$ cat src/rtl/logic_proc_control.sv
// Control unit for the bit-serial logic processor: sequences register loads,
// a DATA_W-cycle shift burst and latched function/route selects.
module logic_proc_control #(
  parameter int unsigned DATA_W = 8,
  parameter int unsigned CNT_W  = 5
) (
  input  logic       Clk,
  input  logic       Reset_n,
  input  logic       Execute,
  input  logic       LoadA,
  input  logic       LoadB,
  input  logic [2:0] F_In,
  input  logic [1:0] R_In,
  output logic       Ld_A,
  output logic       Ld_B,
  output logic       Shift_En,
  output logic [2:0] F_Sel,
  output logic [1:0] R_Sel,
  output logic       Busy,
  output logic       Done
);

  typedef enum logic [1:0] {
    IDLE  = 2'd0,
    SHIFT = 2'd1,
    HOLD  = 2'd2
  } state_t;

  localparam logic [CNT_W-1:0] LAST = CNT_W'(DATA_W - 1);

  state_t           state, state_nxt;
  logic [CNT_W-1:0] count, count_nxt;
  logic             latch;

  always_ff @(posedge Clk or negedge Reset_n) begin
    if (!Reset_n) begin
      state <= IDLE;
      count <= '0;
      F_Sel <= '0;
      R_Sel <= '0;
    end else begin
      state <= state_nxt;
      count <= count_nxt;
      if (latch) begin
        F_Sel <= F_In;
        R_Sel <= R_In;
      end
    end
  end

  always_comb begin
    state_nxt = state;
    count_nxt = count;
    latch     = 1'b0;
    Ld_A      = 1'b0;
    Ld_B      = 1'b0;
    Shift_En  = 1'b0;
    Busy      = 1'b0;
    Done      = 1'b0;
    case (state)
      IDLE: begin
        // Execute takes priority over the load strobes in the same cycle
        Ld_A = LoadA & ~Execute;
        Ld_B = LoadB & ~Execute;
        if (Execute) begin
          latch     = 1'b1;
          count_nxt = '0;
          state_nxt = SHIFT;
        end
      end
      SHIFT: begin
        Shift_En = 1'b1;
        Busy     = 1'b1;
        if (count == LAST) begin
          count_nxt = '0;
          state_nxt = HOLD;
        end else begin
          count_nxt = count + CNT_W'(1);
        end
      end
      HOLD: begin
        Done      = 1'b1;
        Busy      = 1'b1;
        count_nxt = '0;
        if (!Execute) state_nxt = IDLE;
      end
      default: begin
        count_nxt = '0;
        state_nxt = IDLE;
      end
    endcase
  end

endmodule
$ cat config.mk
export PLATFORM = sky130hd
export DESIGN_NAME = logic_proc_control
export DESIGN_NICKNAME = d
export VERILOG_FILES = /design/src/rtl/logic_proc_control.sv
export SDC_FILE = /design/constraint.sdc
export NUM_CORES = 1
export LEC_CHECK = 0
export ABC_CLOCK_PERIOD_IN_PS = 1700
export CELL_PAD_IN_SITES_DETAIL_PLACEMENT = 2
export CELL_PAD_IN_SITES_GLOBAL_PLACEMENT = 2
export CORE_ASPECT_RATIO = 0.9
export CORE_UTILIZATION = 24
export CTS_CLUSTER_SIZE = 24
export DETAILED_ROUTE_END_ITERATION = 8
export GPL_TIMING_DRIVEN = 1
export MAX_ROUTING_LAYER = met4
export PLACE_DENSITY_LB_ADDON = 0.3
export SYNTH_ARGS = -nofsm -noshare
export SYNTH_HDL_FRONTEND = slang
export SYNTH_SLANG_ARGS = --single-unit
$ cat constraint.sdc
create_clock -name Clk -period 1.7 [get_ports Clk]
set_clock_uncertainty 0.1 [all_clocks]
set_input_delay 0.255 -clock Clk [delete_from_list [all_inputs] [get_ports Clk]]
set_output_delay 0.255 -clock Clk [all_outputs]
set_load 0.005 [all_outputs]
After elaboration in Yosys (flattened, before gate mapping) --
Cells that the tools add are included.
Word-level totals: register bits after elaboration 12, bits in latches 0, bits in writable memories 0, ROM bits 0, input port bits 10, output and inout bits 10, logic and storage cells 31, memories 0
Cells by class: add/subtract/negate cells 1, $mul 0, div/mod/pow operators 0, $lt $le $gt $ge 0, eq/ne operators 6, shift-type cells 0, mux-type cells 14, bitwise operators 3, reduce and logical (&&, ||, !) cells 3
Operator list (count):
- two-way mux 5 bit | 2
- one-hot mux 5 bit (2 select lines) | 1
- two-way mux 1 bit | 7
- two-way mux 2 bit | 3
- inequality test 2 bit (second input constant) | 3
- one-hot mux 2 bit (3 select lines) | 1
- adder 5 x 1 -> 5 bit (second input constant) | 1
- equality test 5 x 3 -> 1 bit (second input constant) | 1
- AND reduction 3 bit | 1
- bitwise AND 1 bit | 2
- equality test 2 x 1 -> 1 bit (second input constant) | 1
- equality test 2 bit (second input constant) | 1
- zero test 2 bit | 1
- OR reduction 2 bit | 1
- inverter 1 bit | 1

Longest topological paths before layout --
depth in word-level cells 3, mapped depth 6

Worst setup path before layout --
Ideal clock, no wire load.
path type register to register, start point register state[0], end point register state[1], setup time 125 ps, arrival 1379 ps, data required time 1475 ps, path slack 96 ps, cell stages (with the launch flop) 7, buffers on the path 1, period minus slack after synthesis 1604 ps, cell sequence dfrtp_1 inv_1 ha_1 nor2b_1 buf_2 a211oi_2 mux2_2
On the way: word-level cells in the longest chain between the ends 3, elaborated cells between the ends (all ways) 8
Ends and longest elaborated chain:
- start, declared | line 31 | state_t state, state_nxt;
- start signal, assigned | line 42 | state <= state_nxt;
- equality test 2 x 1 -> 1 bit, or another cell as far along | line 60 | case (state)
- inequality test 2 bit (no line)
- AND reduction 3 bit (no line)
Parallel ways exist; a longest one is shown, timed or not. A chain may end at the register's enable or synchronous reset.

Worst setup path in the final report --
start point register state[0], end point output port Ld_A
On the way: word-level cells in the longest chain between the ends 2
Ends and longest elaborated chain:
- zero test 2 bit | line 60
- two-way mux 1 bit | line 60
- end, declared | line 14 | output logic Ld_A,
Every way passes these cells.

==> results.json <==
{
  "synth.area.top_cells": "dfrtp_1, mux2_2, ha_1",
  "drt-total-wl_um": 1970,
  "antenna_found_initial": 0,
  "std_cell_rows": 17,
  "period_minus_slack_ps": 1700,
  "tritoncts": "built",
  "placed_cell_area_um2": 960,
  "cts_buffers": 3,
  "cp-end-kind": "output port",
  "finalWorstSetupSlack_ps": 1.21,
  "total_power_mw": 1.68,
  "cap_violations": 0,
  "numPortBuffers": 19,
  "grt_pass1_wl_um": 3300,
  "setup_violations": 0,
  "crit_buf_inv": 3,
  "critPathKind": "reg2out",
  "crit_chain": "inv_2, buf_6, ha_4, nor2b_4, and2_4, buf_6",
  "syn_nets": 73,
  "drt-initial-drc-count": 8,
  "ios": 20,
  "dieArea_um2": 2920,
  "synth_top_cell_by_area": "dfrtp_1",
  "critPathMostFrequentCell": "buf_6",
  "areaGrowthSynthToFinish_pct": 66.9,
  "vias_per_cell": 4.85,
  "ctsRootBufferMaster": "clkbuf_4",
  "yosysWarningCount": 0,
  "drc": 2,
  "critPathLaunchType": "flop",
  "final_area_um2": 1080,
  "final_nets": 111,
  "finalCritPeriodShare_pct": 99.9,
  "clock_latency_ps": 280,
  "cts_buffer_depth": 2,
  "hold_path_class": "in2async",
  "fmax_mhz": 589,
  "cts_hold_buf": 0,
  "die_w_um": 56.8,
  "leakage_nw": 0.474,
  "firstDrtPassIters": 5,
  "syn_inst": 59,
  "finalMaxSlewViolations": 0,
  "grt-ovfl-total": 0,
  "slowest_delay_ps": 390,
  "antenna_cells": 0,
  "max-slew-margin-rel_pct": 81.5,
  "violations": "design-rule violations",
  "vias": 602,
  "hold_viol": 0,
  "cts.htree.levels": 1,
  "design.core.area_um2": 2510,
  "die_y_um": 51.3,
  "synth_cell_types": 20,
  "rsz0062_at_grt": "true",
  "gp_congestion": 0.718,
  "worst_ep_arrival_time_ps": 1340,
  "grt_max_degree": 13,
  "num-fill-cells": 272,
  "grtUsageTotal_pct": 16.0,
  "layout-drive-gt1-share_pct": 44.8,
  "power_density_nw_per_um2": 1550,
  "dp_hpwl_um": 1460,
  "cts.sinks": 12,
  "yosysSeqAreaShare_pct": 46.2,
  "synth_edf_count": 0,
  "place_ws_ps": -176,
  "tightest_slew_ps": 276,
  "synth-async-reset-ratio_pct": 100,
  "postRouteAntennaNets": 0,
  "cp.required_ps": 1340,
  "synthFlopType": "dfrtp_1",
  "yosys.area.top_type_share_pct": 46.2,
  "start_util_pct": 25.9,
  "path_delay_family": "flip-flops",
  "netlist_area_um2": 649,
  "slowest_stage": "dfrtp_1",
  "grt_pass1_vias": 702,
  "cp_max_fo": 3,
  "hold_ws_ps": 164,
  "path_clk_slew_ps": 80,
  "vdd_ir_drop_max_v": 0.000594,
  "synth_seq_cells": 12,
  "status": "finished with violations",
  "wl_per_cell_um": 15.9,
  "avgSynthCellArea_um2": 11.0
}
[area by class of cell]
cell class	instances	area (um2)	share of cell area [%]
flip-flops and latches	12	300	27.7
multi-input cells	42	388	35.8
clock buffers	4	36.3	3.35
repair buffers	35	313	28.9
inverters	3	11.3	1.04
well taps	28	35.0	3.23
[flip-flops by register name, indices dropped and copies added (netlist names)]
signal  count
F_Sel       3
R_Sel       2
state       2
count       5
[cell usage in the layout (no fill, tap or decap), types with 2 or more instances in the layout]
cell type	count
and2_4	3
buf_4	13
buf_6	5
clkbuf_2	2
clkbuf_4	3
clkdlybuf4s50_1	14
dfrtp_1	12
ha_4	3
inv_2	2
mux2_2	5
nand2_1	4
nand3_1	10
o21ai_0	5
[power by group]
part           switching [mW]  internal (mW)
logic                   0.402          0.594
clock network           0.104          0.130
registers              0.0613          0.387
total                   0.568           1.11
[logic make-up (layout without fill, tap and decap cells)]
family                   Yosys count  in the layout  share of synthesized area [%]
AO/OA/AOI/OAI                      9              9                           9.05
adder cells (fa/ha/maj)            4              4                           7.71
buffers and inverters              5             42                           3.66
flip-flops                        12             12                           46.2
multiplexers                       6              6                           10.4
AND/OR/NAND/NOR                   23             23                           22.9
[timing repair]
item,in CTS,in global routing
resized for setup,27,9
pin swaps,4,2
setup buffers,4,1
setup endpoints to repair,6,5
[metal layers]
metal | share of wire [%] | track usage (%)
met3 | 3.7 | 3.80
met1 | 43 | 16.4
met5 | 0 | -
met4 | 0.76 | 4.88
met2 | 53 | 30.4
[path summary, 6_finish.rpt]
check,from,endpoint,slack (ps),depth (start not counted)
worst max-delay path,state[0]$_DFFE_PN0P_,Ld_A,1,6
worst min-delay path,Reset_n,count[2]$_DFFE_PN0P_,160,2
worst max register to register,state[0]$_DFFE_PN0P_,state[1]$_DFFE_PN0P_,60,7
worst min register to register,F_Sel[0]$_DFFE_PN0P_,F_Sel[0]$_DFFE_PN0P_,420,1
max in group asynchronous,Reset_n,state[1]$_DFFE_PN0P_,1170,2
min in group Clk,F_Sel[0]$_DFFE_PN0P_,F_Sel[0]$_DFFE_PN0P_,420,1
[cells in the mapped netlist, drive strengths merged (2+ instances only)]
cell type / instances
ha: 4
nor2b: 2
nand3: 10
inv: 3
and2: 3
mux2: 6
nand2: 4
o21ai: 5
dfrtp: 12
[through the flow]
step | utilization, % | setup TNS, ps | std cells
2_1_floorplan | - | 0 | 59
3_3_place_gp | 38.2 | -378 | 117
3_5_place_dp | 38.2 | -484 | 117
4_1_cts | 42.7 | -102 | 125
5_1_grt | 43.2 | -124 | 124
6_report | 43.2 | 0 | 124
Power figures use the tool's default switching activity.
